## src/rtl/atm_account_arbiter.sv

```systemverilog
// atm_account_arbiter: round-robin arbiter that runs atomic read-modify-write deposit/withdraw/query on an internal balance store for N_TERM terminals (in: clk, rst, req, op, acct, amt; out: gnt, done, rsp_balance, rsp_nack, busy)
module atm_account_arbiter #(
  parameter int N_TERM = 4,
  parameter int N_ACCT = 8,
  parameter int BAL_W = 8,
  parameter int AMT_W = 4,
  parameter int INIT_BAL = 20,
  localparam int ACCT_W = $clog2(N_ACCT)
) (
  input  logic                     clk,
  input  logic                     rst,
  input  logic [N_TERM-1:0]        req,
  input  logic [2*N_TERM-1:0]      op,
  input  logic [ACCT_W*N_TERM-1:0] acct,
  input  logic [AMT_W*N_TERM-1:0]  amt,
  output logic [N_TERM-1:0]        gnt,
  output logic [N_TERM-1:0]        done,
  output logic [BAL_W-1:0]         rsp_balance,
  output logic                     rsp_nack,
  output logic                     busy
);
  localparam int TW = $clog2(N_TERM);
  typedef enum logic [1:0] {IDLE, GRANT, EXEC, RESP} state_t;
  state_t state, nxt;
  logic [TW-1:0] w, ptr, pick;
  logic [1:0] op_sel, op_r;
  logic [ACCT_W-1:0] a_sel, a_r;
  logic [AMT_W-1:0] amt_sel, amt_r;
  logic [BAL_W-1:0] b, res;
  logic [BAL_W-1:0] bal [N_ACCT];
  logic [BAL_W:0] sum;
  logic oor, nack, wr;
  always_ff @(posedge clk) state <= rst ? IDLE : nxt;
  always_comb begin
    nxt = state;
    case (state)
      IDLE:    nxt = |req ? GRANT : IDLE;
      GRANT:   nxt = EXEC;
      EXEC:    nxt = RESP;
      default: nxt = IDLE;
    endcase
  end
  always_comb begin
    gnt = state == IDLE ? '0 : N_TERM'(1) << w;
    done = state == RESP ? N_TERM'(1) << w : '0;
    busy = state != IDLE;
  end
  always_comb begin
    pick = ptr;
    for (int i = N_TERM; i >= 1; i--)
      if (req[(int'(ptr) + i) % N_TERM]) pick = TW'((int'(ptr) + i) % N_TERM);
  end
  always_comb begin
    op_sel = op[2*w +: 2];
    a_sel = acct[ACCT_W*w +: ACCT_W];
    amt_sel = amt[AMT_W*w +: AMT_W];
  end
  always_comb begin
    sum = {1'b0, b} + (BAL_W+1)'(amt_r);
    oor = int'(a_r) >= N_ACCT;
    nack = oor | (op_r == 2'b00) | (op_r == 2'b01 & sum[BAL_W]) |
           (op_r == 2'b10 & (BAL_W+1)'(amt_r) > {1'b0, b});
    res = nack ? b : op_r == 2'b01 ? sum[BAL_W-1:0] : op_r == 2'b10 ? b - BAL_W'(amt_r) : b;
    wr = ~nack & (op_r != 2'b11);
  end
  always_ff @(posedge clk) begin
    if (rst) begin
      ptr <= TW'(N_TERM - 1);
      w <= '0;
      op_r <= '0;
      a_r <= '0;
      amt_r <= '0;
      b <= '0;
      rsp_balance <= '0;
      rsp_nack <= 1'b0;
      for (int i = 0; i < N_ACCT; i++) bal[i] <= BAL_W'(INIT_BAL);
    end else begin
      if (state == IDLE) w <= pick;
      if (state == GRANT) begin
        ptr <= w;
        op_r <= op_sel;
        a_r <= a_sel;
        amt_r <= amt_sel;
        b <= int'(a_sel) < N_ACCT ? bal[a_sel] : '0;
      end
      if (state == EXEC) begin
        rsp_balance <= res;
        rsp_nack <= nack;
        if (wr) bal[a_r] <= res;
      end
    end
  end
endmodule

```

## config.mk

```make
export PLATFORM = sky130hd
export DESIGN_NAME = atm_account_arbiter
export DESIGN_NICKNAME = d
export VERILOG_FILES = /design/src/rtl/atm_account_arbiter.sv
export SDC_FILE = /design/constraint.sdc
export NUM_CORES = 1
export LEC_CHECK = 0
export CORE_ASPECT_RATIO = 1.1
export CORE_MARGIN = 2
export CORE_UTILIZATION = 55
export DETAILED_ROUTE_END_ITERATION = 8
export DONT_BUFFER_PORTS = 1
export PLACE_DENSITY = 0.77
export SLEW_MARGIN = 20
export SYNTH_ARGS = -nofsm -noshare
export SYNTH_HDL_FRONTEND = slang
export SYNTH_SLANG_ARGS = --single-unit
```

## constraint.sdc

```tcl
create_clock -name clk -period 9.16 [get_ports clk]
set_input_delay 0.916 -clock clk [delete_from_list [all_inputs] [get_ports clk]]
set_output_delay 0.916 -clock clk [all_outputs]
set_load 0.01 [all_outputs]
```

Word-level counts from Yosys, hierarchy flattened. Memory sizes are Yosys's and may differ from the RTL's. A register that Yosys moved wholly into a read port is not among the register bits. Cells that the tools add are included.

Register bits after elaboration: 24. RAM bits: 64. Input port bits: 42. Output and inout port bits: 18. Word-level logic and storage cells: 82. Memories: 1.

Add/subtract/negate cells: 6. $mul: 1. $lt $le $gt $ge: 5. Eq/ne operators: 6. Shift-type cells: 4. Multiplexer cells: 32. Bitwise gates (word level): 10. Reduce and logical (&&, ||, !) cells: 9.

Memory list: bal (words 8, bits a word 8, read ports 1, clocked after memory_dff 1, write ports 8, line 30) `logic [BAL_W-1:0] bal [N_ACCT];`.

Operator list (number): 8-bit two-way mux (4); 3-bit by 4-bit less-than comparator with 1-bit output (second input constant) (4); 1-bit two-way mux (16); 16-bit by 5-bit indexed part select with 4-bit output (1); 12-bit by 5-bit indexed part select with 3-bit output (1); 8-bit by 4-bit adder with 9-bit output (1); 1-bit binary-select mux with 2-bit select (4); 4-bit by 8-bit > comparator with 1-bit output (1); 2-bit two-way mux (4); 4-bit two-way mux (2); 2-bit OR reduction (4); 8-bit OR reduction (1); 8-bit by 4-bit indexed part select with 2-bit output (1); 8-bit by 4-bit subtractor with 8-bit output (1); 2-bit equality test (second input constant) (3); 2-bit one-hot mux with 3 select lines (1); 2-bit by 1-bit adder with 2-bit output (second input constant) (2); 2-bit adder (second input constant) (2); 1-bit bitwise AND (first input constant) (4); 2-bit by 1-bit equality test with 1-bit output (second input constant) (2); 2-bit logical NOT (2); 2-bit by 2-bit multiplier with 4-bit output (first input constant) (1); 4-bit OR reduction (1); 1-bit by 2-bit left shift with 4-bit output (first input constant) (1); 6 further kinds (9).

Logic depth before layout (Yosys ltp).
Depth after elaboration: 12. Depth in mapped cells: 11. Mapped depth without buffers: 9.

Worst setup path before layout. OpenSTA, ideal clock, no wires.

Path kind: reg2reg. Start point: register b[1], read port of bal. End point: memory bal[7][0] (enable). Setup time: 0.334 ns. Data arrival time: 2.587 ns. Required time: 8.826 ns. Slack: 6.239 ns. Cell stages (with the launch flop): 10. Buffers on the path: 1. Period minus slack after synthesis: 2.921 ns. Path through: dfxtp_1 -> inv_1 -> fa_1 -> nor2b_1 -> o21ai_0 -> and3_1 -> buf_4 -> nor4b_4 -> nand4_1 -> nand2b_1.

RTL lines: from (decl) (line 29) `logic [BAL_W-1:0] b, res;`; to (decl) (line 30).

==> impl_results.md <==
- Outcome: finished, final reports clean
- Peak supply drop: 0.0001743 V
- Reg-to-Reg End: bal[6][4]
- Vias: 3448
- Slew margin rel.: 30.88%
- First-pass GRT wire length: 17560 um
- Avg Cell Area, Syn: 11.22 um2
- Vias per cell: 6.146
- Synth Area in XOR/XNOR: 1.785%
- Ant. Diodes: 0
- Fin util: 59.44%
- Core Footprint: 0.008964 mm2
- Post-synth cell types: 53
- Antenna-violating nets left: 0
- Vias in the first global route: 3335
- Routed WL per cell: 19.91 um
- Ys Warns: 0
- Nets: 499
- Top cell type's share of synthesized area: 37.56%
- Setup violators final: 0
- Iteration-0 DRC Markers: 275
- FF-to-FF setup slack: 5.57 ns
- FP Rows: 36
- PD cells: 267.5 mW/mm2
- Worst-path maximum fanout: 13
- Syn_nets: 512
- Most frequent cell after synthesis: nor2_1
- R2R Path Start: b[1]
- Layout cells sized above 1: 9.843%
- Ys async rst share: 0%
- Crit. End Element: flop
- Total wire length: 11170 um
- Register bit total from synthesis: 96
- Initial antenna violation count: 0
- Worst hold stages: 2
- Clk Latency, worst-skew pair: 0.36 ns
- Mux cell area share after synthesis: 15.11%
- Max-Cap Viols: 0
- # DRC: 0
- Synth Area in Adders: 3.716%
- Syn Std Cell Area: 0.005117 mm2
- Hpwl dp: 8010 um
- Area contributors post-synth: edfxtp_1 38%, dfxtp_1 13%, mux2i_1 11%, nor2_1 6.3%, mux4_2 3.5%
- Slack of the critical path: 5.570 ns
- # hold bufs at CTS: 0
- Post-Syn Instances: 456
- Cell accounting for the most synthesized area: edfxtp_1
- Post-CTS setup buffers: 0
- Worst-path clk slew: 0.10 ns
- Largest family of logic cells by synthesized area: simple AND/OR/NAND/NOR gates
- Routability congestion estimate from global placement: 0.8502
- Hold Path Class: reg -> reg
- Compound-Gate Fraction of Synth Area: 8.680%
- Post-route minimum period: 3.590 ns
- Total GRT Usage: 23.42%
- Final period utilization: 39.20%
- EDFF count, synth: 64
- Final Max Slew Viols: 0
- Pin count of the biggest net entering global routing: 42
- Root Driver: clkbuf_8
- Synth cell count leaders: 86 x nor2_1, 64 x edfxtp_1, 57 x mux2i_1
- HP Start: amt_r[2]
- Initial Utilization: 57.09%
- Crit start category: flop
- I/O Buffers: 0
- Crit Path Class: reg -> reg
- Cells on worst reg2reg path: 8
- Worst Skew: 0.01115 ns
- Die height: 105.2 um
- H-tree depth: 3
- Post-Place Setup Slack: 5.608 ns
- CTS Buf Count: 9
- Seq/Total Area, Yosys: 50.07%
- Total grt overflow: 0
- Fmax: 278.5 MHz
- Post-synthesis simple-gate area fraction: 17.60%
- LEAKAGE: 1.879 nW
- Die width: 95.97 um
- Die area: 0.01009 mm2
- Area grow syn2layout: 4.108%
- Critical path required time: 9.19 ns
- Hold endpoint: amt_r[2]
- Ys flop type: edfxtp_1
- Clk sink count: 96
- Post-CTS sizing: 0
- CP arrival: 3.62 ns
- Bufs on Longest Clock Path: 2
- # IOs: 60
- RSZ-0062 raised after global routing: no
- Worst Tran Pin Value: 1.037 ns
- Pre-antenna DRT Iters: 4
- Post-route setup TNS: 0 ns
- Final Hold Fails: 0
- CTS tree: yes
## where the power goes
part	switching [mW]	internal (mW)	leakage [nW]
clock	0.152	0.108	0.0950
sequential	0.0943	0.516	0.867
combinational	0.333	0.222	0.917
## layout make-up
type	count	area [um2]
fill	722	3636
sequential	96	2562
multi-input combinational	324	2400
tap	114	142.6
clock buffer	10	137.6
inverter	12	45.04
clock inverter	5	40.04
## stage by stage
step | hold WS (ns) | instances | area [um2] | total power [mW]
after floorplan | 0.4843 | 456 | 5117 | 1.043
after global placement | 0.5064 | 546 | 5150 | 1.156
after detailed placement | 0.5128 | 546 | 5150 | 1.172
after CTS | 0.5326 | 561 | 5328 | 1.423
after global routing | 0.5553 | 561 | 5328 | 1.503
final | 0.5391 | 561 | 5328 | 1.425
## routing by layer
metal,vias up,global-route usage (%),part of all wire [%]
met3,20,5.912,6.6
met2,145,36.76,50
met1,1659,32.37,42
li1,1624,-,-
met4,0,6.224,2.0
met5,-,0,0
## cells by family after synthesis
| logic type | after synthesis |
|---|---|
| multiplexers | 67 |
| adder cells (fa/ha/maj) | 14 |
| buffers and inverters | 36 |
| XOR/XNOR | 7 |
| AND/OR/NAND/NOR | 178 |
| AO/OA/AOI/OAI | 58 |
| flip-flops | 96 |
## critical path, stage by stage (launching register included)
cell and delay, ns:
dfxtp_1 0.54, inv_1 0.13, fa_1 0.45, nor2b_1 0.15
o21ai_0 0.13, and3_1 0.42, nor4_4 0.62, nand4_1 0.39
nand2b_1 0.43
## worst max-delay path by stage
stage | start | endpoint | slack [ns] | cells past startpoint
CTS | b[1] | bal[6][7] | 5.59 | 8
floorplan | b[1] | bal[7][0] | 6.24 | 9
global route | b[1] | bal[6][7] | 5.25 | 8
global placement | b[1] | bal[6][5] | 5.73 | 8
detailed placement | b[1] | bal[6][2] | 5.61 | 8
finish | b[1] | bal[6][4] | 5.57 | 8
## sequential cells by signal, indices dropped and copies added (netlist names)
name         count
a_r              3
rsp_balance      8
w                2
ptr              2
op_r             2
rsp_nack         1
state            2
b                8
amt_r            4
bal             64
## placed cells by master, fill, tap and decap left out, drive strengths merged, types with 3 or more instances in the layout
cell type,Yosys,layout
a21oi,12,12
a211o,3,3
a211oi,15,15
nand4,3,3
nand2b,25,25
mux4,8,8
nor3,12,12
clkbuf,14,10
nand3,11,11
inv,12,15
and3,4,4
o22ai,10,10
mux2i,57,57
xnor2,5,5
nand2,17,17
nor2,86,86
nor3b,3,3
ha,12,12
edfxtp,64,64
dfxtp,32,32
nor4,3,3
nor2b,8,8
o21ai,9,9
(Power assumes the default switching activity.)
